<file path="src/rtl/uart_receiver_if.sv">
// uart_receiver_if: tick/serial inputs and byte/status outputs of uart_receiver.
// master = receiver side (drives o_*), slave = line/consumer side. Parity: UART_RX_PARITY_EN.
interface uart_receiver_if;
  logic       i_CLK_ENABLE;
  logic       i_RX;
  logic [7:0] o_DATA_OUT;
  logic       o_RX_VALID;
  logic       o_FRAME_ERROR;
  logic       o_RX_BUSY;
`ifdef UART_RX_PARITY_EN
  logic       o_PARITY_ERROR;

  modport master (
    input  i_CLK_ENABLE, i_RX,
    output o_DATA_OUT, o_RX_VALID,
    output o_FRAME_ERROR, o_RX_BUSY,
    output o_PARITY_ERROR
  );
  modport slave (
    output i_CLK_ENABLE, i_RX,
    input  o_DATA_OUT, o_RX_VALID,
    input  o_FRAME_ERROR, o_RX_BUSY,
    input  o_PARITY_ERROR
  );
`else
  modport master (
    input  i_CLK_ENABLE, i_RX,
    output o_DATA_OUT, o_RX_VALID,
    output o_FRAME_ERROR, o_RX_BUSY
  );
  modport slave (
    output i_CLK_ENABLE, i_RX,
    input  o_DATA_OUT, o_RX_VALID,
    input  o_FRAME_ERROR, o_RX_BUSY
  );
`endif
endinterface

</file>
<file path="src/rtl/uart_receiver.sv">
// uart_receiver: 16x-oversampled 8N1 UART receiver (8E1 with UART_RX_PARITY_EN).
// Ports: i_CLK, i_RESET (async high), bus (uart_receiver_if.master).
module uart_receiver (
  input logic      i_CLK,
  input logic      i_RESET,
  uart_receiver_if.master bus
);

  typedef enum logic [2:0] {
    IDLE,
    START,
    DATA,
`ifdef UART_RX_PARITY_EN
    PARITY,
`endif
    STOP
  } state_t;

  state_t     state_q, state_d;
  logic       sync1_q, sync1_d;
  logic       sync2_q, sync2_d;
  logic       prev_q, prev_d;
  logic [3:0] tick_q, tick_d;
  logic [2:0] bit_q, bit_d;
  logic [7:0] shift_q, shift_d;
  logic [7:0] data_q, data_d;
  logic       valid_q, valid_d;
  logic       ferr_q, ferr_d;
  logic       busy_q, busy_d;
`ifdef UART_RX_PARITY_EN
  logic       par_q, par_d;
  logic       perr_q, perr_d;
`endif
  logic       line;

  assign line = sync2_q;

  always_comb begin
    state_d = state_q;
    sync1_d = bus.i_RX;
    sync2_d = sync1_q;
    prev_d  = prev_q;
    tick_d  = tick_q;
    bit_d   = bit_q;
    shift_d = shift_q;
    data_d  = data_q;
    valid_d = 1'b0;
    ferr_d  = ferr_q;
`ifdef UART_RX_PARITY_EN
    par_d   = par_q;
    perr_d  = perr_q;
`endif
    if (bus.i_CLK_ENABLE) begin
      // prev tracks the line on ticks so a held-low
      // line (break) never looks like a start edge
      prev_d = line;
      unique case (state_q)
        IDLE: begin
          if (prev_q && !line) begin
            state_d = START;
            tick_d  = 4'd0;
            bit_d   = 3'd0;
          end
        end
        START: begin
          if (tick_q == 4'd7) begin
            tick_d  = 4'd0;
            bit_d   = 3'd0;
            state_d = line ? IDLE : DATA;
          end else begin
            tick_d = tick_q + 4'd1;
          end
        end
        DATA: begin
          tick_d = tick_q + 4'd1;
          if (tick_q == 4'd15) begin
            shift_d = {line, shift_q[7:1]};
            bit_d   = bit_q + 3'd1;
            if (bit_q == 3'd7) begin
`ifdef UART_RX_PARITY_EN
              state_d = PARITY;
`else
              state_d = STOP;
`endif
            end
          end
        end
`ifdef UART_RX_PARITY_EN
        PARITY: begin
          tick_d = tick_q + 4'd1;
          if (tick_q == 4'd15) begin
            // even parity: total ones must be even
            par_d   = (^shift_q) ^ line;
            state_d = STOP;
          end
        end
`endif
        STOP: begin
          tick_d = tick_q + 4'd1;
          if (tick_q == 4'd15) begin
            data_d  = shift_q;
            ferr_d  = ~line;
            valid_d = 1'b1;
`ifdef UART_RX_PARITY_EN
            perr_d  = par_q;
`endif
            state_d = IDLE;
          end
        end
        default: state_d = IDLE;
      endcase
    end
    busy_d = (state_d != IDLE);
  end

  always_ff @(posedge i_CLK or posedge i_RESET) begin
    if (i_RESET) begin
      state_q <= IDLE;
      sync1_q <= 1'b1;
      sync2_q <= 1'b1;
      prev_q  <= 1'b1;
      tick_q  <= 4'd0;
      bit_q   <= 3'd0;
      shift_q <= 8'd0;
      data_q  <= 8'd0;
      valid_q <= 1'b0;
      ferr_q  <= 1'b0;
      busy_q  <= 1'b0;
`ifdef UART_RX_PARITY_EN
      par_q   <= 1'b0;
      perr_q  <= 1'b0;
`endif
    end else begin
      state_q <= state_d;
      sync1_q <= sync1_d;
      sync2_q <= sync2_d;
      prev_q  <= prev_d;
      tick_q  <= tick_d;
      bit_q   <= bit_d;
      shift_q <= shift_d;
      data_q  <= data_d;
      valid_q <= valid_d;
      ferr_q  <= ferr_d;
      busy_q  <= busy_d;
`ifdef UART_RX_PARITY_EN
      par_q   <= par_d;
      perr_q  <= perr_d;
`endif
    end
  end

  assign bus.o_DATA_OUT    = data_q;
  assign bus.o_RX_VALID    = valid_q;
  assign bus.o_FRAME_ERROR = ferr_q;
  assign bus.o_RX_BUSY     = busy_q;
`ifdef UART_RX_PARITY_EN
  assign bus.o_PARITY_ERROR = perr_q;
`endif

endmodule

</file>
<file path="src/flat_wrapper.sv">
// flat-port wrapper written by rule: the top's interface ports become plain ports
module uart_receiver_flat 
  (i_CLK, i_RESET, bus_i_CLK_ENABLE, bus_i_RX, bus_o_DATA_OUT, bus_o_RX_VALID, bus_o_FRAME_ERROR, bus_o_RX_BUSY);
  uart_receiver_if bus_i ();
  input logic i_CLK;
  input logic i_RESET;
  input wire logic [$bits(bus_i.i_CLK_ENABLE)-1:0] bus_i_CLK_ENABLE;
  input wire logic [$bits(bus_i.i_RX)-1:0] bus_i_RX;
  output wire logic [$bits(bus_i.o_DATA_OUT)-1:0] bus_o_DATA_OUT;
  output wire logic [$bits(bus_i.o_RX_VALID)-1:0] bus_o_RX_VALID;
  output wire logic [$bits(bus_i.o_FRAME_ERROR)-1:0] bus_o_FRAME_ERROR;
  output wire logic [$bits(bus_i.o_RX_BUSY)-1:0] bus_o_RX_BUSY;
  assign bus_i.i_CLK_ENABLE = bus_i_CLK_ENABLE;
  assign bus_i.i_RX = bus_i_RX;
  assign bus_o_DATA_OUT = bus_i.o_DATA_OUT;
  assign bus_o_RX_VALID = bus_i.o_RX_VALID;
  assign bus_o_FRAME_ERROR = bus_i.o_FRAME_ERROR;
  assign bus_o_RX_BUSY = bus_i.o_RX_BUSY;
  uart_receiver u_core (.i_CLK(i_CLK), .i_RESET(i_RESET), .bus(bus_i));
endmodule
</file>
<file path="config.mk">
export PLATFORM = sky130hd
export DESIGN_NAME = uart_receiver_flat
export DESIGN_NICKNAME = d
export VERILOG_FILES = /design/src/rtl/uart_receiver_if.sv /design/src/rtl/uart_receiver.sv /design/src/flat_wrapper.sv
export SDC_FILE = /design/constraint.sdc
export NUM_CORES = 1
export LEC_CHECK = 0
export BUFFER_PORTS_ARGS = -buffer_cell sky130_fd_sc_hd__buf_2
export CAP_MARGIN = 20
export CORE_MARGIN = 4
export CORE_UTILIZATION = 45
export CTS_BUF_LIST = sky130_fd_sc_hd__clkbuf_16
export DETAILED_ROUTE_END_ITERATION = 10
export PLACE_DENSITY = 0.63
export SLEW_MARGIN = 25
export SYNTH_ARGS = -nofsm -noshare
export SYNTH_HDL_FRONTEND = slang
export SYNTH_SLANG_ARGS = --single-unit
</file>
<file path="constraint.sdc">
create_clock -name i_CLK -period 2.8 [get_ports i_CLK]
set_input_delay 0.56 -clock i_CLK [delete_from_list [all_inputs] [get_ports i_CLK]]
set_output_delay 0.56 -clock i_CLK [all_outputs]
set_load 0.05 [all_outputs]
</file>
==> metrics.cfg, run 1 <==
[timing]
slew_violations=0
hold_viol=0
finalCriticalPeriod_ns=1.77
setup_violations=0
max_slew_margin_pct=70.1
finalCritPeriodShare_pct=63.1
fmax_mhz=566
worst_slew_pin_slew_ns=0.445
tns_ns=0
skew_ns=0.00284
rsz0062_at_grt=false

[clock_network]
cts.path.max_buffers=2
cts.hold.buffers_added=0
insertion_delay_ns=0.27
clkTransAtPathRegs_ns=0.05
cts_buffers=5
cts-root-buf=clkbuf_16
cts_sinks=32
cts_tree=done
cts_resized=0
htree_levels=2
post-cts-setup-buffers=0

[setup_path]
worstSetupStartpointType=register
end_kind=register
crit_cells=5
cp_max_fo=10
crit_chain=ha_1, and3_1, nand2_1, nor2_4, mux2_2
r2r_cells=5
cp_num_buf_inv=0
cp_slowest_cell=dfrtp_1
crit_required_ns=2.95
worst_ep_arrival_time_ns=1.92
critPathTopFamily=simple AND/OR/NAND/NOR gates
path_class=register to register
max_stage_delay_ns=0.38

[global_routing]
antenna_found_initial=0
grt_max_degree=33
grt_pass1_wl_um=4310
track_usage_pct=13.7
grt_remaining_overflow=0
first_global_vias=960

[synthesis]
async_flop_share_pct=100
ys_top_cells_by_count=dfrtp_1 (29), mux2_2 (17), nand2_1 (9), inv_1 (5), nor2b_1 (4)
synth_edf_count=0
ys_ff_latch=32
synth_area_um2=1380
synth_cell_types=34
syn_inst=106
synth_top_area_cell=dfrtp_1
seq_area_frac_synth_pct=58.1
yosysWarnings=0
syn_nets=113
synth_area_leaders=dfrtp_1 (52%), mux2_2 (14%), dfstp_2 (5.7%), ha_1 (2.7%), nand2_1 (2.4%)
synth_top_area_share_pct=52.4
synth_most_common_cell=dfrtp_1
syn_avg_cell_area_um2=13.1
synth_flop_cell=dfrtp_1

[drt]
routed-via-count=900
drt_iter0_drc=32
viasPerCell=5.66
drc=0
dr.pass1.iters=4
wl_um=2280
post_drt_wl_per_cell_um=14.3
antenna_left=0

[floorplanning]
die-height_um=63.5
start_util_pct=48.5
die_w_um=63.5
core_area_um2=2850
die_area_um2=4030
ioPinCount=15
num_rows=19

[min_path]
whs_path_depth=0
hold_class=register to register

[finish]
fill_cells=240
syn2layout_area_growth_pct=18.2
seqCellArea_um2=805
instances_no_fill=159
antenna_cells=0
multi_input_area_um2=556
drive_gt1_share_pct=35.2
finalNetCount=134

[pwr]
p_leak_nw=0.856
powerDensity_nw_per_um2=781
ir_worst_vdd_mv=0.445

[job]
maxCapViolCount=0

[placed_design]
dp_hpwl_um=1610
place_congestion=0.813
dp_cells=151
portBuffers=14

[status]
status=finished clean

## layout make-up
type                            count  area share [%]
Sequential cell                    32            49.2
Multi-Input combinational cell     68            34.0
Clock buffer                        5            7.65
Timing Repair Buffer               15            4.74
Tap cell                           31            2.37
Inverter                            5            1.15
Clock inverter                      3           0.918
## per-stage QoR
| step | worst slack, ns | hold WS, ns | instance area (um^2) | utilization (%) | power (W) |
|---|---|---|---|---|---|
| floorplan | 1.22 | 0.345 | 1380 | - | 0.000733 |
| global placement | 1.03 | 0.349 | 1500 | 52.4 | 0.000782 |
| detailed placement | 1.00 | 0.353 | 1500 | 52.4 | 0.000790 |
| CTS | 1.00 | 0.361 | 1640 | 57.3 | 0.00130 |
| global route | 0.913 | 0.365 | 1640 | 57.3 | 0.00136 |
| finish | 1.03 | 0.359 | 1640 | 57.3 | 0.00128 |
## layer usage
layer / wire, um / up-vias / GRT usage [%]
met5: 0 / - / 0
met4: 16 / 0 / 5.66
met3: 112 / 2 / 4.80
met2: 1090 / 21 / 21.8
met1: 1060 / 445 / 16.8
li1: - / 432 / -
## sequential cells by signal (all words and copies together) (netlist names), 3 cells and up
name,flops
u_core.bit_q,3
u_core.state_q,3
u_core.bus.o_DATA_OUT,8
u_core.tick_q,4
u_core.shift_q,8
## kinds of logic (layout without fill, tap and decap cells)
logic type | Yosys count | in the layout | share of synthesized area (%)
buffers and inverters | 6 | 28 | 1.72
AOI/OAI and AO/OA | 18 | 18 | 9.77
and+or+nand+nor | 28 | 28 | 12.3
DFF | 32 | 32 | 58.1
adders and majority gates | 3 | 3 | 2.71
muxes | 19 | 19 | 15.4
## cell usage in the layout (no fill, tap or decap), drive strengths merged
master,n
a211oi,1
a21o,1
a21oi,3
a22o,3
a311oi,1
a31oi,1
a32oi,1
and2b,1
and3,3
buf,15
clkbuf,5
clkinv,1
clkinvlp,1
dfrtp,29
dfstp,3
ha,3
inv,6
mux2,18
mux2i,1
nand2,9
nand3,3
nand3b,1
nand4,2
nor2,1
nor2b,5
nor3,1
o2111ai,1
o211ai,1
o21a,1
o21ai,2
o31a,1
o31ai,1
or3,1
or4,1
## report_power, final
group          internal (W)  total (W)  switching [W]  leakage (nW)
logic             0.0000823   0.000207       0.000125         0.360
clock network      0.000322   0.000497       0.000175        0.0687
registers          0.000510   0.000573      0.0000624         0.428
total              0.000914    0.00128       0.000362         0.856
## final timing paths
check | startpoint | endpoint | slack (ns)
max in group asynchronous | i_RESET | u_core.sync1_q | 2.11
worst min register to register | u_core.sync1_q | u_core.line | 0.36
min in group asynchronous | i_RESET | u_core.shift_q[1] | 0.37
worst min-delay path | u_core.sync1_q | u_core.line | 0.36
worst max register to register | u_core.tick_q[0] | u_core.bus.o_FRAME_ERROR | 1.03
worst max-delay path | u_core.tick_q[0] | u_core.bus.o_FRAME_ERROR | 1.03
Note: power is estimated with default switching activity, not from simulation.
==> run 2: changes to the inputs <==
--- a/config.mk
+++ b/config.mk
@@ -11,7 +11,7 @@
 export CORE_UTILIZATION = 45
 export CTS_BUF_LIST = sky130_fd_sc_hd__clkbuf_16
 export DETAILED_ROUTE_END_ITERATION = 10
-export PLACE_DENSITY = 0.63
+export PLACE_DENSITY = 0.65
 export SLEW_MARGIN = 25
 export SYNTH_ARGS = -nofsm -noshare
 export SYNTH_HDL_FRONTEND = slang
==> constraint.sdc (replaced) <==
create_clock -name i_CLK -period 1.5 [get_ports i_CLK]
set_input_delay 0.3 -clock i_CLK [delete_from_list [all_inputs] [get_ports i_CLK]]
set_output_delay 0.3 -clock i_CLK [all_outputs]
set_load 0.05 [all_outputs]
==> metrics.cfg, run 2 (synthesized netlist as in run 1, its figures left out) <==
[status]
status=finished with violations
failed_checks=negative setup slack

[drt]
viasPerCell=5.47
antenna_left=0
drt_iter0_drc=38
routed-via-count=985
dr.pass1.iters=4
drc=0
wl_um=2830
post_drt_wl_per_cell_um=15.7

[floorplanning]
die_area_um2=4030
core_area_um2=2850
die-height_um=63.5
start_util_pct=48.5
num_rows=19
ioPinCount=15
die_w_um=63.5

[global_routing]
grt_max_degree=33
first_global_vias=1061
track_usage_pct=15.8
grt_pass1_wl_um=4930
antenna_found_initial=0
grt_remaining_overflow=0

[timing]
finalCriticalPeriod_ns=1.53
skew_ns=0.000817
tns_ns=-0.0471
finalCritPeriodShare_pct=102
hold_viol=0
max_slew_margin_pct=73.9
rsz0062_at_grt=true
layout_setup_ws_ns=-0.0271
slew_violations=0
fmax_mhz=655
worst_slew_pin_slew_ns=0.391
setup_violations=8

[pwr]
p_leak_nw=1.00
power.share.combinational_pct=24.1
switching_share_pct=27.0
seq_power_share_pct=36.3
internal_power_w=0.00204
total_power_w=0.00279
ir_worst_vdd_mv=1.19
p_clk_share_pct=39.6
powerDensity_nw_per_um2=1460
p_switching_w=0.000754

[finish]
syn2layout_area_growth_pct=38.2
fill_cells=206
drive_gt1_share_pct=49.7
final_cell_mix=dfrtp_1 (29), buf_4 (19), buf_2 (14)
finalNetCount=155
antenna_cells=0
final_common_cell=dfrtp_1

[clock_network]
cts_buffers=5
cts-root-buf=clkbuf_16
cts_sinks=32
insertion_delay_ns=0.27
htree_levels=2
cts.path.max_buffers=2
clkTransAtPathRegs_ns=0.05
cts.hold.buffers_added=0
cts_tree=done

[setup_path]
cp_max_fo=4
cp_slowest_cell=or4_1
end_kind=register
r2r-end=u_core.tick_q[3]
worst_ep_arrival_time_ns=1.71
crit_required_ns=1.68
crit_chain=ha_4, buf_6, nand3b_1, a21oi_2, or4_1, o211ai_1
r2r_slack_ns=-0.03
critPathTopFamily=simple AND/OR/NAND/NOR gates
worstSetupStartpointType=register
max_stage_delay_ns=0.47
path_class=register to register
cp_num_buf_inv=1
r2r-start=u_core.tick_q[1]
r2r_cells=6

[placed_design]
dp_hpwl_um=1880
post-place-ws_ns=-0.132
place_congestion=0.912
portBuffers=14

[min_path]
hold_class=primary input to asynchronous set/reset pin

[job]
maxCapViolCount=0

run 2: cell types whose count changed in the layout (fill, tap and decap cells not counted), moves of 3 or more:
cell and change:
mux2_4 +9, buf_6 +3, mux2_2 -8, buf_4 +18
run 2: power by group through the flow:
stage               registers [W]  clock network (W)  logic, W
floorplan                 0.00108                  0  0.000302
global placement          0.00102                  0  0.000596
detailed placement        0.00103                  0  0.000606
CTS                       0.00101            0.00112  0.000629
global route              0.00103            0.00118  0.000730
finish                    0.00102            0.00111  0.000672
run 2: timing repair:
item                       CTS  global route
resized for setup            6            14
buffers inserted             3             3
setup endpoints to repair   14            21
pin swaps                    3             2
run 2: layout make-up:
cell class	count	area, um^2	area share [%]
tap	31	38.8	2.03
timing repair buffer	36	246	12.9
multi-input combinational	68	641	33.5
clock buffer	5	125	6.54
clock inverter	3	38.8	2.03
sequential	32	805	42.1
inverter	5	18.8	0.981
run 2: how the worst max path moves through the flow:
stage	startpoint	endpoint	slack [ns]	depth (start not counted)
floorplan	u_core.tick_q[0]	u_core.bus.o_DATA_OUT[1]	-0.02	5
global placement	u_core.prev_q	u_core.bit_q[0]	-0.07	4
detailed placement	u_core.prev_q	u_core.bit_q[0]	-0.13	4
CTS	u_core.tick_q[0]	u_core.tick_q[3]	-0.03	6
global route	u_core.tick_q[1]	u_core.tick_q[3]	-0.11	6
finish	u_core.tick_q[1]	u_core.tick_q[3]	-0.03	6
run 2: per-layer routing:
| metal | wire length, um | GRT usage, % | share of wire [%] |
|---|---|---|---|
| met4 | 44 | 7.28 | 1.6 |
| met3 | 97 | 5.15 | 3.4 |
| met1 | 1360 | 19.8 | 48 |
| met2 | 1330 | 24.6 | 47 |
| met5 | 0 | 0 | 0 |
run 2: worst register-to-register path: cells and delay by family, from the launching register on:
kind                       cells  cell delay [ns]
adders and majority gates      1             0.18
AOI/OAI and AO/OA              2             0.17
DFF                            1             0.40
buffers and inverters          1             0.11
and+or+nand+nor                2             0.57
run 2: stage by stage:
step,util (%),hold WS [ns],cell area [um^2],instances
floorplan,-,0.304,1400,106
global placement,57.0,0.349,1630,166
detailed placement,57.0,0.354,1630,166
CTS,64.3,0.118,1840,177
global route,67.1,0.121,1910,180
finish,67.1,0.103,1910,180
